$ cat config.mk
export PLATFORM = sky130hd
export DESIGN_NAME = backprop_controller
export DESIGN_NICKNAME = d
export VERILOG_FILES = /design/src/rtl/backprop_controller_pkg.sv /design/src/rtl/backprop_controller.sv
export SDC_FILE = /design/constraint.sdc
export NUM_CORES = 1
export LEC_CHECK = 0
export CAP_MARGIN = 20
export CORE_MARGIN = 2
export CORE_UTILIZATION = 45
export DETAILED_ROUTE_END_ITERATION = 8
export HOLD_SLACK_MARGIN = 0.1
export PLACE_DENSITY_LB_ADDON = 0.12
export SLEW_MARGIN = 20
export SYNTH_ARGS = -nofsm -noshare
export SYNTH_HDL_FRONTEND = slang
export SYNTH_SLANG_ARGS = --single-unit
$ cat constraint.sdc
create_clock -name clk -period 3.38 [get_ports clk]
set_input_delay 1.014 -clock clk [delete_from_list [all_inputs] [get_ports clk]]
set_output_delay 1.014 -clock clk [all_outputs]
set_load 0.005 [all_outputs]
$ cat src/rtl/backprop_controller_pkg.sv
`default_nettype none
// ============================================================================
//  Module      : backprop_controller_pkg
//  Description : Shared constants and FSM state encoding for the backprop
//                sequencing controller.
//  Revision    : 1.0
// ============================================================================
package backprop_controller_pkg;

    localparam int C_AWIDTH        = 10;
    localparam int C_HIDDEN_NEURON = 16;
    localparam int C_NUM_SRC_W     = 5;
    localparam int C_IDX_W         = 4;
    localparam int C_STATE_W       = 3;

    typedef logic [C_STATE_W-1:0] state_t;

    localparam state_t C_ST_IDLE  = 3'd0;
    localparam state_t C_ST_READ  = 3'd1;
    localparam state_t C_ST_WAIT  = 3'd2;
    localparam state_t C_ST_CALC  = 3'd3;
    localparam state_t C_ST_WRITE = 3'd4;
    localparam state_t C_ST_DONE  = 3'd5;

endpackage
`default_nettype wire

$ cat src/rtl/backprop_controller.sv
`default_nettype none
// ============================================================================
//  Module      : backprop_controller
//  Description : Sequences one backprop pass per source neuron
//                (READ/WAIT/CALC/WRITE), all outputs registered.
//  Revision    : 1.0
// ============================================================================
module backprop_controller
    import backprop_controller_pkg::*;
#(
    parameter int AWIDTH       = C_AWIDTH,
    parameter int HiddenNeuron = C_HIDDEN_NEURON
) (
    input  logic                    clk,
    input  logic                    rst,
    input  logic                    start,
    input  logic [C_NUM_SRC_W-1:0]  num_src,
    input  logic [AWIDTH-1:0]       w_base,
    input  logic [AWIDTH-1:0]       a_base,
    output logic                    busy,
    output logic                    done,
    output logic                    bram_en,
    output logic                    bram_we,
    output logic [AWIDTH-1:0]       bram_addr,
    output logic [AWIDTH-1:0]       act_addr,
    output logic                    enable_delta,
    output logic                    enable_write_w,
    output logic [HiddenNeuron-1:0] enable_calc_delta,
    output logic [C_IDX_W-1:0]      idx
);

    state_t                   r_state,    w_state_nxt;
    logic [C_NUM_SRC_W-1:0]   r_num_src,  w_num_src_nxt;
    logic [AWIDTH-1:0]        r_w_base,   w_w_base_nxt;
    logic [AWIDTH-1:0]        r_a_base,   w_a_base_nxt;
    logic [C_IDX_W-1:0]       r_idx,      w_idx_nxt;

    logic                     r_busy,     w_busy_nxt;
    logic                     r_done,     w_done_nxt;
    logic                     r_bram_en,  w_bram_en_nxt;
    logic                     r_bram_we,  w_bram_we_nxt;
    logic                     r_en_delta, w_en_delta_nxt;
    logic                     r_en_wr_w,  w_en_wr_w_nxt;
    logic [AWIDTH-1:0]        r_bram_addr, w_bram_addr_nxt;
    logic [AWIDTH-1:0]        r_act_addr,  w_act_addr_nxt;
    logic [HiddenNeuron-1:0]  r_ecd,       w_ecd_nxt;

    logic [C_NUM_SRC_W-1:0]   w_num_src_clamped;
    logic                     w_last_idx;
    logic                     w_in_pass;

    assign w_num_src_clamped = (num_src > C_NUM_SRC_W'(HiddenNeuron))
                             ? C_NUM_SRC_W'(HiddenNeuron) : num_src;
    assign w_last_idx = ({1'b0, r_idx} == (r_num_src - 5'd1));

    // State, latched configuration and the registered Moore outputs
    always_ff @(posedge clk or posedge rst) begin
        if (rst) begin
            r_state     <= C_ST_IDLE;
            r_num_src   <= '0;
            r_w_base    <= '0;
            r_a_base    <= '0;
            r_idx       <= '0;
            r_busy      <= 1'b0;
            r_done      <= 1'b0;
            r_bram_en   <= 1'b0;
            r_bram_we   <= 1'b0;
            r_en_delta  <= 1'b0;
            r_en_wr_w   <= 1'b0;
            r_bram_addr <= '0;
            r_act_addr  <= '0;
            r_ecd       <= '0;
        end else begin
            r_state     <= w_state_nxt;
            r_num_src   <= w_num_src_nxt;
            r_w_base    <= w_w_base_nxt;
            r_a_base    <= w_a_base_nxt;
            r_idx       <= w_idx_nxt;
            r_busy      <= w_busy_nxt;
            r_done      <= w_done_nxt;
            r_bram_en   <= w_bram_en_nxt;
            r_bram_we   <= w_bram_we_nxt;
            r_en_delta  <= w_en_delta_nxt;
            r_en_wr_w   <= w_en_wr_w_nxt;
            r_bram_addr <= w_bram_addr_nxt;
            r_act_addr  <= w_act_addr_nxt;
            r_ecd       <= w_ecd_nxt;
        end
    end

    always_comb begin
        w_state_nxt   = r_state;
        w_num_src_nxt = r_num_src;
        w_w_base_nxt  = r_w_base;
        w_a_base_nxt  = r_a_base;
        w_idx_nxt     = r_idx;
        case (r_state)
            C_ST_IDLE: begin
                if (start) begin
                    w_num_src_nxt = w_num_src_clamped;
                    w_w_base_nxt  = w_base;
                    w_a_base_nxt  = a_base;
                    w_idx_nxt     = '0;
                    w_state_nxt   = (w_num_src_clamped != '0) ? C_ST_READ : C_ST_DONE;
                end
            end
            C_ST_READ:  w_state_nxt = C_ST_WAIT;
            C_ST_WAIT:  w_state_nxt = C_ST_CALC;
            C_ST_CALC:  w_state_nxt = C_ST_WRITE;
            C_ST_WRITE: begin
                if (w_last_idx) begin
                    w_state_nxt = C_ST_DONE;
                end else begin
                    w_idx_nxt   = r_idx + 4'd1;
                    w_state_nxt = C_ST_READ;
                end
            end
            C_ST_DONE:  w_state_nxt = C_ST_IDLE;
            default:    w_state_nxt = C_ST_IDLE;
        endcase
    end

    // Outputs decoded from the next state so they land registered with it
    always_comb begin
        w_in_pass       = (w_state_nxt == C_ST_READ) || (w_state_nxt == C_ST_WAIT) ||
                          (w_state_nxt == C_ST_CALC) || (w_state_nxt == C_ST_WRITE);
        w_busy_nxt      = (w_state_nxt != C_ST_IDLE);
        w_done_nxt      = (w_state_nxt == C_ST_DONE);
        w_bram_en_nxt   = (w_state_nxt == C_ST_READ);
        w_bram_we_nxt   = (w_state_nxt == C_ST_WRITE);
        w_en_delta_nxt  = (w_state_nxt == C_ST_CALC);
        w_en_wr_w_nxt   = (w_state_nxt == C_ST_CALC);
        w_bram_addr_nxt = '0;
        w_act_addr_nxt  = '0;
        w_ecd_nxt       = '0;
        if (w_in_pass) begin
            w_bram_addr_nxt = w_w_base_nxt + AWIDTH'(w_idx_nxt);
            w_act_addr_nxt  = w_a_base_nxt + AWIDTH'(w_idx_nxt);
        end
        if (w_state_nxt == C_ST_WRITE) begin
            w_ecd_nxt = HiddenNeuron'(1) << w_idx_nxt;
        end
    end

    assign busy              = r_busy;
    assign done              = r_done;
    assign bram_en           = r_bram_en;
    assign bram_we           = r_bram_we;
    assign bram_addr         = r_bram_addr;
    assign act_addr          = r_act_addr;
    assign enable_delta      = r_en_delta;
    assign enable_write_w    = r_en_wr_w;
    assign enable_calc_delta = r_ecd;
    assign idx               = r_idx;

endmodule
`default_nettype wire

==> Word-level counts from Yosys, hierarchy flattened <==
Cells that the tools add are included.
{ "word_totals": {"register_bits": 73, "latch_bits": 0, "ram_bits": 0, "rom_bits": 0, "wordCells": 51, "mem_count": 0} }
{ "classes": {"n_addsub": 4, "mul": 0, "div_mod_pow": 0, "order_cmp": 1, "eq_ne": 10, "shifts": 1, "mux": 15, "bitwise_logic": 0, "reduce_logical": 7} }
{ "ops": {"columns": ["operator", "count"], "rows": [
  ["$mux 10", 6],
  ["$add 10x4->10", 2],
  ["$mux 16", 1],
  ["$shl 1x4->16 const A", 1],
  ["$pmux 3 s5", 1],
  ["$eq 3x2->1 const B", 4],
  ["$eq 3x3->1 const B", 3],
  ["$mux 3", 3],
  ["$mux 4", 2],
  ["$pmux 4 s2", 1],
  ["$eq 3x1->1 const B", 2],
  ["$eq 4x5->1", 1],
  ["$gt 5x5->1 const B", 1],
  ["$mux 5", 1],
  ["$reduce_bool 5->1", 1],
  ["$sub 5x1->5 const B", 1],
  ["$add 4x1->4 const B", 1],
  ["$logic_not 3->1", 1],
  ["$logic_or 1x1->1", 3],
  ["$reduce_bool 3->1", 1],
  ["$reduce_and 2->1", 1]
]} }

==> Longest topological paths before layout <==
Gate-level depths: netlist (run 1).
{ "depth": {"depth_word": 11, "depth_mapped": 16, "depth_no_buf": 15} }

==> Worst setup path after synthesis (run 1) <==
Ideal clock, no wire load.
{ "synth_timing": {"path_type": "in2reg", "startpoint": "input start", "endpoint": "register r_act_addr[6], in the netlist act_addr[6]", "t_arrival_ns": 3.179, "slack_ns": 0.069, "stages": 15, "path_buffers": 4, "path_cell_list": "nor4b_4 > buf_6 > buf_6 > buf_2 > buf_2 > nand2_1 > nand2_1 > ha_1 > inv_1 > fa_1 > nor2b_1 > o21ai_0 > a21oi_1 > xnor2_1 > nor2_1"} }
{ "synth_via": {"elab_cells_between_ends": 15} }
{ "synth_lines": {"columns": ["item", "line_no", "text"], "rows": [
  ["start: declaration", "backprop_controller.sv:16", "input logic start,"],
  ["$mux 10", "backprop_controller.sv:99", "if (start) begin"],
  ["$mux 10", "backprop_controller.sv:97", "case (r_state)"],
  ["net w_a_base_nxt[0]", "backprop_controller.sv:35", "logic [AWIDTH-1:0] r_a_base, w_a_base_nxt;"],
  ["$add 10x4->10", "backprop_controller.sv:138", "w_act_addr_nxt = w_a_base_nxt + AWIDTH'(w_idx_nxt);"],
  ["$mux 10", "backprop_controller.sv:136", "if (w_in_pass) begin"],
  ["net w_act_addr_nxt[6]", "backprop_controller.sv:45", "logic [AWIDTH-1:0] r_act_addr, w_act_addr_nxt;"],
  ["end signal: assignment", "backprop_controller.sv:86", "r_act_addr <= w_act_addr_nxt;"],
  ["end: declaration", "backprop_controller.sv:45", null]
]} }
The timed path passes the listed nets, and every way through them passes these cells.
A chain may end at the register's enable or synchronous reset.

==> Worst setup path in the final report (run 1) <==
{ "layout_timing": {"startpoint": "register r_num_src[0]", "endpoint": "register r_act_addr[9], in the netlist act_addr[9]"} }
{ "layout_via": {"elab_cells_between_ends": 15} }
{ "layout_lines": {"columns": ["item", "line_no", "text"], "rows": [
  ["start: declaration", "backprop_controller.sv:33", "logic [C_NUM_SRC_W-1:0] r_num_src, w_num_src_nxt;"],
  ["start signal: assignment", "backprop_controller.sv:75", "r_num_src <= w_num_src_nxt;"],
  ["$sub 5x1->5", "backprop_controller.sv:54", "assign w_last_idx = ({1'b0, r_idx} == (r_num_src - 5'd1));"],
  ["$eq 4x5->1", "backprop_controller.sv:54", null],
  ["$mux 4", "backprop_controller.sv:111", "if (w_last_idx) begin"],
  ["$pmux 4 s2", "backprop_controller.sv:97", null],
  ["net w_idx_nxt[3]", "backprop_controller.sv:36", "logic [C_IDX_W-1:0] r_idx, w_idx_nxt;"],
  ["$add 10x4->10", "backprop_controller.sv:138", null],
  ["$mux 10", "backprop_controller.sv:136", null],
  ["net w_act_addr_nxt[9]", "backprop_controller.sv:45", null]
]} }
The timed path passes the listed nets, and every way through them passes these cells.

==> flow_metrics.py, run 1 <==
metrics = {
    "logic_synthesis": {
        "avgSynthCellArea_um2": 10.9,
        "async_reset_ff_share_pct": 100,
        "synth_cells": 310,
        "ys_seq_elements": 73,
        "yosys_most_used_dff": "dfrtp_1",
        "synth_top_area_share_pct": 53.9,
        "synth-seq-area-share_pct": 53.9,
        "synth_edf_count": 0,
        "netlist_top_cells_area": "dfrtp_1 54%, nand2_1 4.2%, mux2i_1 3.8%, ha_1 3.7%, nor2_1 3.5%",
        "ys_types": 49,
        "synth_warnings": 0,
        "yosysTopAreaCell": "dfrtp_1",
        "netlist_area_um2": 3390,
        "synth_fp_nets": 350,
    },
    "setup_path": {
        "critPathKind": "flop to flop",
        "timing.rr.end": "act_addr[9]$_DFF_PP0_",
        "cp-start-kind": "flop",
        "rr_startpoint": "r_num_src[0]$_DFFE_PP0P_",
        "critical_path_arrival_ns": 3.43,
        "required_ns": 3.61,
        "rr_worst_depth": 13,
        "path_max_fanout": 4,
        "cp-end-kind": "flop",
        "rrSetupSlack_ns": 0.18,
    },
    "die": {
        "fp.dieArea_um2": 8250,
        "start_util_pct": 46.5,
        "core_um2": 7290,
        "io_pins": 74,
        "std_cell_rows": 31,
        "die_y_um": 90.8,
        "die_width_um": 90.8,
    },
    "detailed_routing": {
        "viasPerCell": 4.95,
        "first_pass_iters": 4,
        "wl_per_cell_um": 14.0,
        "postRouteAntennaNets": 0,
        "routed_wl_um": 7340,
        "num_vias": 2596,
        "first_iter_violations": 60,
        "drc": 0,
    },
    "layout": {
        "layout_commonest_cell": "dfrtp_1",
        "fillers": 611,
        "diodes": 0,
        "multi_input_area_um2": 1470,
        "drive_above_1_share_pct": 19.8,
        "fin_cells": 524,
        "regArea_um2": 1830,
        "post-route-util_pct": 65.1,
        "layout_common_cells": "73 x dfrtp_1, 72 x clkdlybuf4s50_1, 38 x nand2_1, 36 x buf_4, 32 x nor2_1",
        "finalNetCount": 460,
        "syn2layout_area_growth_pct": 40.0,
    },
    "power_and_ir_drop": {
        "internal_power_uw": 2590,
        "clockPowerShare_pct": 18.3,
        "power.total_uw": 3980,
        "p_leak_uw": 0.00215,
        "worst_ir_drop_vdd_v": 0.000401,
        "switching_power_uw": 1400,
        "comb_power_share_pct": 48.3,
        "seqPwrFrac_pct": 33.3,
        "swShare_pct": 35.0,
        "power_density_nw_per_um2": 838,
    },
    "global_route": {
        "grt_first_pass_wirelength_um": 12200,
        "grt_pass1_vias": 2675,
        "grt_max_degree": 28,
        "grt-ovfl-total": 0,
        "grtUsageMet2_pct": 31.0,
        "grt_use_met3_pct": 4.09,
        "gr-max-usage-layer": "met2",
        "grt_antenna_before_repair": 0,
        "grt_usage_pct": 18.7,
        "use_met1_pct": 24.3,
    },
    "run": {
        "drv_cap": 0,
    },
    "clock_network": {
        "cts_made_buffers": 9,
        "ctsHoldBuffers": 0,
        "cts_tree": "built",
        "root_buffer": "clkbuf_8",
        "cts.sinks": 73,
        "clock_latency_ns": 0.34,
        "clock_path_buffers": 2,
        "htree_levels": 3,
        "clkSlewWorstSetupHoldPaths_ns": 0.07,
    },
    "sta": {
        "slew_viol_final": 0,
        "slew_headroom_pct": 60.1,
        "finalCritPeriodShare_pct": 94.7,
        "finalHoldViolCount": 0,
        "fin_ws_ns": 0.179,
        "worst_slew_pin_slew_ns": 0.598,
        "max_freq_mhz": 312,
        "finClkSkew_ns": 0.00836,
        "setup_viol_count_final": 0,
        "fin_crit_ns": 3.20,
    },
    "min_path": {
        "worstHoldEndpoint": "r_w_base[3]$_DFF_PP0_",
        "hold_path.startpoint": "r_w_base[3]$_DFF_PP0_",
        "whs_path_depth": 2,
        "hold_path_class": "flop to flop",
    },
    "placement": {
        "dpl.hpwl_um": 5300,
        "post-place-ws_ns": -0.285,
        "port_buffers": 73,
        "placed_cells": 504,
        "place_congestion": 0.863,
    },
    "run_status": {
        "status": "finished, final reports clean",
    },
}
final cells by class:
class / instances / area share [%]
sequential: 73 / 38.5
multi-input combinational: 206 / 31.0
timing repair buffer: 112 / 22.0
clock buffer: 11 / 2.77
tap: 99 / 2.61
clock inverter: 5 / 1.69
inverter: 18 / 1.42
synthesized netlist by cell type (all sizes together) (2+ instances only):
cell / instances
dfrtp: 73
nand2: 38
nor2: 32
nor3: 19
inv: 18
mux2i: 13
xnor2: 11
a21oi: 10
buf: 10
ha: 10
mux2: 9
o21ai: 7
nand3b: 6
nor4: 6
nor2b: 5
a21o: 4
and3: 4
a211oi: 3
clkbuf: 3
a2111oi: 2
and2: 2
fa: 2
nand2b: 2
or2: 2
or3: 2
xor2: 2
per-stage QoR:
stage / TNS, ns / instance area, um^2 / hold slack (ns)
2_1_floorplan: 0 / 3390 / 0.446
3_3_place_gp: -2.21 / 4430 / 0.463
3_5_place_dp: -2.57 / 4430 / 0.466
4_1_cts: 0 / 4640 / 0.490
5_1_grt: -0.0199 / 4750 / 0.514
6_report: 0 / 4750 / 0.489
critical path, cell delays in order, from the launching register on:
cell	delay, ns
dfrtp_1	0.38
inv_1	0.12
ha_4	0.16
xnor2_1	0.06
a22o_1	0.21
o211ai_2	0.21
or4b_4	0.52
mux2i_4	0.23
ha_4	0.28
o21ai_1	0.08
o21a_2	0.25
nor4_4	0.33
and3_1	0.22
nor3_2	0.04
worst max-delay path by stage:
stage	startpoint	slack [ns]	to
floorplan	start	0.07	act_addr[6]$_DFF_PP0_
global placement	start	-0.24	act_addr[9]$_DFF_PP0_
detailed placement	start	-0.28	act_addr[9]$_DFF_PP0_
CTS	start	0.07	act_addr[9]$_DFF_PP0_
global route	r_num_src[1]$_DFFE_PP0P_	-0.02	act_addr[9]$_DFF_PP0_
finish	r_num_src[0]$_DFFE_PP0P_	0.18	act_addr[9]$_DFF_PP0_
power by group through the flow:
stage	combinational (uW)	clock, uW	sequential (uW)
after global routing	2140	789	1360
final	1920	731	1330
after CTS	1860	744	1330
after detailed placement	1850	0	1340
after floorplan	1110	0	1340
after global placement	1810	0	1340
per-layer routing:
layer / wire [um] / share of wire (%)
met1: 3330 / 45
met2: 3620 / 49
met3: 289 / 3.9
met4: 92 / 1.3
met5: 0 / 0
logic make-up after synthesis:
| logic type | count (synthesis) | share of synthesized area (%) |
|---|---|---|
| simple gates | 125 | 19.5 |
| flops | 73 | 53.9 |
| compound gates | 34 | 6.79 |
| buf+inv | 31 | 4.80 |
| mux | 22 | 6.82 |
| xor+xnor | 13 | 3.36 |
| fa+ha+maj | 12 | 4.87 |
state kept, by name, summed over array words and instances (netlist names), 3 cells and up:
name               count
act_addr              10
bram_addr             10
enable_calc_delta     16
idx                    4
r_a_base              10
r_num_src              5
r_state                3
r_w_base              10
timing repair:
| action | 4_1_cts | 5_1_grt |
|---|---|---|
| buffers inserted | 0 | 4 |
| resized for setup | 0 | 16 |
| setup endpoints to repair | 0 | 12 |
No activity file was read; power rests on OpenSTA's default activity.
==> inputs of run 2 (changes only) <==
RECOVER_POWER = 50   (was not set)
==> run 2 against run 1 <==
Against the previous run: combinational power about the same; highest routed layer unchanged; die area unchanged; final cell count unchanged; first-iteration DRC count increased by 6.7%; cell area decreased by 0.84%; sequential power about the same; clock skew increased by 0.00095 ns.
==> flow_metrics.py, run 2 (synthesized netlist as in run 1, its figures left out) <==
metrics = {
    "sta": {
        "setup_viol_count_final": 0,
        "finClkSkew_ns": 0.00931,
        "max_freq_mhz": 312,
        "finalCritPeriodShare_pct": 94.7,
        "finalHoldViolCount": 0,
        "worst_slew_pin_slew_ns": 1.02,
        "whs_ns": 0.489,
        "fin_crit_ns": 3.20,
        "slew_viol_final": 0,
        "slew_headroom_pct": 31.8,
        "fin_ws_ns": 0.178,
    },
    "layout": {
        "regArea_um2": 1830,
        "layout_common_cells": "73 x dfrtp_1, 71 x clkdlybuf4s50_1, 38 x nand2_1, 32 x nor2_1, 30 x buf_4",
        "layout_commonest_cell": "dfrtp_1",
        "drive_above_1_share_pct": 18.1,
        "multi_input_area_um2": 1470,
        "fillers": 622,
        "syn2layout_area_growth_pct": 38.8,
        "fin_cells": 524,
        "largest_reg_flops": 16,
        "diodes": 0,
        "fin_area_um2": 4710,
        "post-route-util_pct": 64.6,
        "finalNetCount": 460,
    },
    "clock_network": {
        "htree_levels": 3,
        "clock_latency_ns": 0.34,
        "clkSlewWorstSetupHoldPaths_ns": 0.07,
        "clock_path_buffers": 2,
        "cts_tree": "built",
        "cts.sinks": 73,
        "root_buffer": "clkbuf_8",
        "cts_made_buffers": 9,
    },
    "setup_path": {
        "path_max_fanout": 4,
        "required_ns": 3.61,
        "critPathKind": "flop to flop",
        "critical_path_arrival_ns": 3.43,
        "cp-end-kind": "flop",
        "cp-start-kind": "flop",
    },
    "detailed_routing": {
        "first_pass_iters": 4,
        "num_vias": 2601,
        "routed_wl_um": 7350,
        "wl_per_cell_um": 14.0,
        "drc": 0,
        "postRouteAntennaNets": 0,
        "first_iter_violations": 64,
        "viasPerCell": 4.96,
    },
    "global_route": {
        "grt_antenna_before_repair": 0,
        "grt-ovfl-total": 0,
        "grt_pass1_vias": 2675,
        "grt_max_degree": 28,
        "grt_first_pass_wirelength_um": 12200,
        "grt_usage_pct": 18.7,
    },
    "placement": {
        "place_congestion": 0.863,
        "post-place-ws_ns": -0.285,
        "placed_cells": 504,
        "port_buffers": 73,
        "dpl.hpwl_um": 5300,
        "placed_area_um2": 4430,
    },
    "power_and_ir_drop": {
        "worst_ir_drop_vdd_v": 0.000401,
        "p_leak_uw": 0.00212,
        "power_density_nw_per_um2": 842,
    },
    "die": {
        "die_y_um": 90.8,
        "std_cell_rows": 31,
        "io_pins": 74,
        "die_width_um": 90.8,
        "core_um2": 7290,
        "start_util_pct": 46.5,
        "fp.dieArea_um2": 8250,
    },
    "min_path": {
        "hold_path_class": "flop to flop",
    },
    "run": {
        "drv_cap": 0,
    },
    "run_status": {
        "status": "finished, final reports clean",
    },
}
run 2: metal layers:
layer,share of wire (%),wire length (um),track usage [%],vias to the layer above
li1,-,-,-,1264
met1,45,3340,24.3,1274
met2,50,3640,31.0,56
met3,3.8,277,4.09,7
met4,1.3,92,6.82,0
met5,0,0,0,-
run 2: final cells by class:
class | count | share of cell area, %
clock buffers | 11 | 2.79
clock inverters | 5 | 1.70
inverters | 18 | 1.43
multi-input cells | 206 | 31.3
flip-flops and latches | 73 | 38.8
well taps | 99 | 2.63
repair buffers | 112 | 21.4
run 2: critical path, cell delays in order (launching register included):
cell      delay (ns)
dfrtp_1         0.38
inv_1           0.12
ha_4            0.16
xnor2_1         0.06
a22o_1          0.21
o211ai_2        0.21
or4b_4          0.51
mux2i_4         0.23
ha_4            0.28
o21ai_1         0.08
o21a_2          0.25
nor4_4          0.33
and3_1          0.22
nor3_2          0.04
run 2: final timing paths:
kind                                               start  slack (ns)                             end  cells past startpoint
max in group asynchronous                            rst        0.61  enable_calc_delta[5]$_DFF_PP0_                      3
worst min-delay path               r_w_base[3]$_DFF_PP0_        0.49           r_w_base[3]$_DFF_PP0_                      2
worst max register to register  r_num_src[0]$_DFFE_PP0P_        0.18           act_addr[9]$_DFF_PP0_                     13
min in group asynchronous                            rst        1.34          bram_addr[4]$_DFF_PP0_                      2
worst max-delay path            r_num_src[0]$_DFFE_PP0P_        0.18           act_addr[9]$_DFF_PP0_                     13
worst min register to register     r_w_base[3]$_DFF_PP0_        0.49           r_w_base[3]$_DFF_PP0_                      2
run 2: report_power, final:
| part | switching [uW] | leakage (uW) | internal, uW |
|---|---|---|---|
| sequential | 134 | 0.000935 | 1190 |
| combinational | 945 | 0.00108 | 961 |
| clock | 319 | 0.0000995 | 415 |
| total | 1400 | 0.00212 | 2570 |
run 2: per-stage QoR:
step	power, uW	setup TNS, ns
2_1_floorplan	2450	0
3_5_place_dp	3190	-2.57
3_3_place_gp	3150	-2.21
6_report	3970	0
4_1_cts	3940	0
5_1_grt	4270	-0.0199
run 2: repair_timing:
action                                  CTS  global route
gates resized for setup                   0            16
hold buffers                              0             0
endpoints found under the setup margin    0            12
setup buffers                             0             4
